===== src/rtl/contador_preset.sv =====
// Two-digit BCD countdown timer: loads a unit/tens preset and counts down to 00
// once every DIV clock cycles. Define CONTADOR_PAUSA_EN to add the pausa input.
module contador_preset #(
  parameter int DIV = 50_000_000
) (
  input  logic       clk,
  input  logic       rst_n,
  input  logic [3:0] unid_preset,
  input  logic [1:0] dez_preset,
  input  logic       carregar,
`ifdef CONTADOR_PAUSA_EN
  input  logic       pausa,
`endif
  output logic [3:0] unid,
  output logic [1:0] dez,
  output logic       ocupado,
  output logic       zero,
  output logic       fim
);

  localparam int PW = (DIV > 2) ? $clog2(DIV) : 1;

  typedef enum logic [1:0] {OCIOSO, CONTANDO, FIM} estado_t;

  estado_t       estado, prox_estado;
  logic [PW-1:0] presc;
  logic [3:0]    unid_carga, unid_dec;
  logic [1:0]    dez_dec;
  logic          carga_zero, chega_zero, corre, tick;

`ifdef CONTADOR_PAUSA_EN
  assign corre = ~pausa;
`else
  assign corre = 1'b1;
`endif

  // NOTE: every signal driven in always_comb gets a default first, so no path can infer a latch.
  always_comb begin
    unid_carga = (unid_preset > 4'd9) ? 4'd9 : unid_preset;
    carga_zero = (unid_carga == 4'd0) && (dez_preset == 2'd0);
    tick       = (estado == CONTANDO) && corre && (presc == PW'(DIV - 1));
    unid_dec   = unid - 4'd1;
    dez_dec    = dez;
    if (unid == 4'd0) begin
      unid_dec = 4'd9;
      dez_dec  = dez - 2'd1;
    end
    chega_zero = (unid_dec == 4'd0) && (dez_dec == 2'd0);
  end

  // NOTE: sequential state uses non-blocking assignments so every register samples pre-edge values.
  always_ff @(posedge clk or negedge rst_n) begin
    if (!rst_n) estado <= OCIOSO;
    else        estado <= prox_estado;
  end

  // A load overrides everything, including a tick landing in the same cycle.
  always_comb begin
    prox_estado = estado;
    if (carregar) begin
      prox_estado = carga_zero ? FIM : CONTANDO;
    end else begin
      case (estado)
        CONTANDO: if (tick && chega_zero) prox_estado = FIM;
        default:  prox_estado = estado;
      endcase
    end
  end

  always_ff @(posedge clk or negedge rst_n) begin
    if (!rst_n) begin
      unid  <= 4'd0;
      dez   <= 2'd0;
      presc <= '0;
      fim   <= 1'b0;
    end else begin
      fim <= 1'b0;
      if (carregar) begin
        unid  <= unid_carga;
        dez   <= dez_preset;
        presc <= '0;
        fim   <= carga_zero;
      end else if (estado == CONTANDO && corre) begin
        presc <= tick ? '0 : presc + 1'b1;
        if (tick) begin
          unid <= unid_dec;
          dez  <= dez_dec;
          fim  <= chega_zero;
        end
      end
    end
  end

  always_comb begin
    ocupado = (estado == CONTANDO);
    zero    = (estado == FIM);
  end

endmodule

===== config.mk =====
export PLATFORM = sky130hd
export DESIGN_NAME = contador_preset
export DESIGN_NICKNAME = d
export VERILOG_FILES = /design/src/rtl/contador_preset.sv
export SDC_FILE = /design/constraint.sdc
export NUM_CORES = 1
export LEC_CHECK = 0
export ABC_AREA = 0
export CELL_PAD_IN_SITES_DETAIL_PLACEMENT = 0
export CELL_PAD_IN_SITES_GLOBAL_PLACEMENT = 1
export CORE_MARGIN = 2
export CORE_UTILIZATION = 48
export CTS_BUF_LIST = sky130_fd_sc_hd__clkbuf_16
export CTS_CLUSTER_SIZE = 20
export DETAILED_ROUTE_END_ITERATION = 10
export HOLD_SLACK_MARGIN = 0.06
export PLACE_DENSITY_LB_ADDON = 0.1
export SYNTH_ARGS = -nofsm -noshare
export SYNTH_HDL_FRONTEND = slang
export SYNTH_SLANG_ARGS = --single-unit

===== constraint.sdc =====
create_clock -name clk -period 4.2 [get_ports clk]
set_clock_uncertainty 0.1 [all_clocks]
set_input_delay 1.26 -clock clk [delete_from_list [all_inputs] [get_ports clk]]
set_output_delay 1.26 -clock clk [all_outputs]
set_load 0.02 [all_outputs]

==> results.py <==
metrics = {
    "outcome": {
        "status": "completed",
    },
    "yosys": {
        "synthCells": 203,
        "yosysWarnings": 0,
        "ys.flop_type": "dfrtp_1",
        "ys_types": 49,
        "syn-num-nets": 213,
        "synth.most_common_cell": "dfrtp_1",
        "syn_avg_cell_area_um2": 9.73,
        "synth.area.top_cells": "dfrtp_1 (44%), nor2_1 (4.9%), xor2_1 (4.4%)",
        "syn_area_um2": 1970,
        "yosys_register_bits": 35,
        "netlist.area_leader.share_pct": 44.4,
        "ys_seq_area_share_pct": 44.4,
        "synth_edf_count": 0,
        "synth-async-reset-ratio_pct": 100,
        "synth_common_cells": "dfrtp_1 (35), nor2_1 (26), nand2_1 (16)",
        "synth_top_area_cell": "dfrtp_1",
    },
    "setup_path": {
        "slowest_delay_ns": 0.74,
        "crit_chain": "clkdlybuf4s50_1, clkinv_1, a211oi_1, nand3_1, xor2_1, nor2_1",
        "cp_num_buf_inv": 2,
        "path_max_fanout": 13,
        "rr_worst_depth": 6,
        "path_class": "in2reg",
        "crit_path_end_kind": "register",
        "cp_top_family": "buffers and inverters",
        "cp-start-kind": "input port",
        "r2r-end": "presc[22]",
        "ff2ff_setup_slack_ns": 1.95,
        "cp_slowest_cell": "clkdlybuf4s50_1",
        "rr_startpoint": "presc[0]",
        "cp.arrival_ns": 3.27,
        "required_ns": 4.23,
    },
    "cts": {
        "clock_sinks": 35,
        "cts_buffer_depth": 2,
        "cts_tree": "done",
        "cts.repair.resized": 0,
        "clock_latency_ns": 0.28,
        "cts_setup_buffers": 0,
        "numCtsBuffers": 5,
        "ctsHtreeMaxLevel": 2,
        "holdBufCountCts": 0,
        "clk_pin_slew_ns": 0.05,
        "root_buffer": "clkbuf_16",
    },
    "min_path": {
        "hold_path_depth": 1,
        "hp-class": "reg2reg",
        "min_to": "presc[25]",
        "min_from": "presc[25]",
    },
    "finish": {
        "drive_above_1_share_pct": 8.97,
        "nets": 233,
        "areaGrowthSynthToFinish_pct": 16.8,
        "antenna_cells": 0,
        "post-route-util_pct": 58.1,
    },
    "sta": {
        "fmax_mhz": 309,
        "period_needed_ns": 3.24,
        "worst_slack_ns": 0.961,
        "slew_headroom_pct": 47.6,
        "slew_viol_final": 0,
        "tightest_slew_ns": 0.787,
        "hold_viol": 0,
        "finalSetupTns_ns": 0,
        "setup_violations": 0,
        "rsz0062_at_grt": "false",
        "fin_crit_sh_pct": 77.1,
    },
    "job": {
        "drv_cap": 0,
    },
    "grt": {
        "grt_pass1_vias": 1547,
        "antenna_found_initial": 0,
        "grt_usage_pct": 21.9,
        "globalRouteOverflowTotal": 0,
        "grt_max_degree": 36,
        "grt_pass1_wl_um": 7420,
    },
    "route": {
        "drt_iter0_drc": 159,
        "routedWlPerCell_um": 16.6,
        "totalWireLength_um": 4520,
        "drc_errors": 0,
        "vias_per_cell": 6.04,
        "vias": 1648,
        "drtAntennaViolNets": 0,
        "drtPass1Iterations": 4,
    },
    "die": {
        "pin_count": 18,
        "dieArea_um2": 4640,
        "core_area_um2": 3970,
        "std_cell_rows": 23,
        "start_util_pct": 49.7,
        "die_w_um": 68.1,
        "die_y_um": 68.1,
    },
    "power_and_ir_drop": {
        "leakagePower_nw": 0.938,
        "ir_drop_mv": 0.221,
        "power_density_nw_per_um2": 341,
        "total_power_w": 0.000785,
    },
    "place": {
        "port_buffers": 17,
        "gp_congestion": 0.810,
        "place_ws_ns": 0.733,
        "place_hpwl_um": 3230,
    },
}
==> cell type report <==
| type | count | area, µm² |
|---|---|---|
| clock buffers | 5 | 125 |
| inverters | 8 | 30.0 |
| fillers | 354 | 1670 |
| clock inverters | 2 | 8.76 |
| repair buffers | 18 | 178 |
| multi-input cells | 155 | 1030 |
| flip-flops and latches | 35 | 876 |
| well taps | 50 | 62.6 |
==> layer usage <==
layer	share of wire (%)	global-route usage, %	vias to the layer above
met1	46	28.0	813
met4	1.3	7.25	0
met5	0	0	-
met2	48	35.8	45
li1	-	-	783
met3	5.3	5.76	7
==> worst register-to-register path, cell delays in order (launching register included) <==
cell and delay (ns):
dfrtp_1 0.37, ha_1 0.18, and3_1 0.32, nand4_4 0.20, o21ai_2 0.68, a211o_1 0.19, a31oi_1 0.08
==> through the flow <==
step / instances / area (µm²) / hold slack (ns)
after global placement: 266 / 2170 / 0.385
after detailed placement: 266 / 2170 / 0.403
after CTS: 273 / 2310 / 0.411
after global routing: 273 / 2310 / 0.451
after floorplan: 203 / 1970 / 0.354
final: 273 / 2310 / 0.416
==> sequential cells by signal, summed over array words and instances, names as in the netlist <==
signal / count
dez: 2
unid: 4
estado: 2
fim: 1
presc: 26
==> cell families after synthesis <==
family	after synthesis	share of synthesized area [%]
AO/OA/AOI/OAI	40	13.9
adder cells (fa/ha/maj)	1	0.634
buffers and inverters	13	3.68
multiplexers	1	0.570
flip-flops	35	44.4
XOR/XNOR	19	8.43
AND/OR/NAND/NOR	94	28.5
==> layout by cell type, fill, tap and decap left out, types with 2 or more instances in the layout <==
master and n:
or3_1 3, nand4_4 2, nor4_1 3, and4_1 2, nor2_1 26, dfrtp_1 35, nand2_1 16, nor3_2 2
clkbuf_16 5, nand4_1 7, xnor2_1 9, xor2_1 10, clkinv_1 2, nor4b_4 2, nand3_1 11, a21oi_1 9
o21ai_0 7, and3_1 5, nor3_1 6, clkdlybuf4s50_1 17, o211ai_1 2, inv_1 7, a31oi_1 8
==> worst max-delay path by stage <==
stage / from / endpoint / slack [ns] / depth (start not counted)
after floorplan: carregar / presc[11] / 1.84 / 5
after global placement: carregar / presc[9] / 0.79 / 6
after detailed placement: carregar / presc[9] / 0.73 / 6
after CTS: carregar / presc[9] / 1.00 / 6
after global routing: carregar / presc[9] / 0.84 / 6
final: carregar / presc[9] / 0.96 / 6
==> where the power goes <==
| group | switching, W | internal [W] |
|---|---|---|
| Clock | 0.000133 | 0.000213 |
| Combinational | 0.0000455 | 0.0000352 |
| Sequential | 0.0000115 | 0.000347 |
Power figures use the tool's default switching activity.
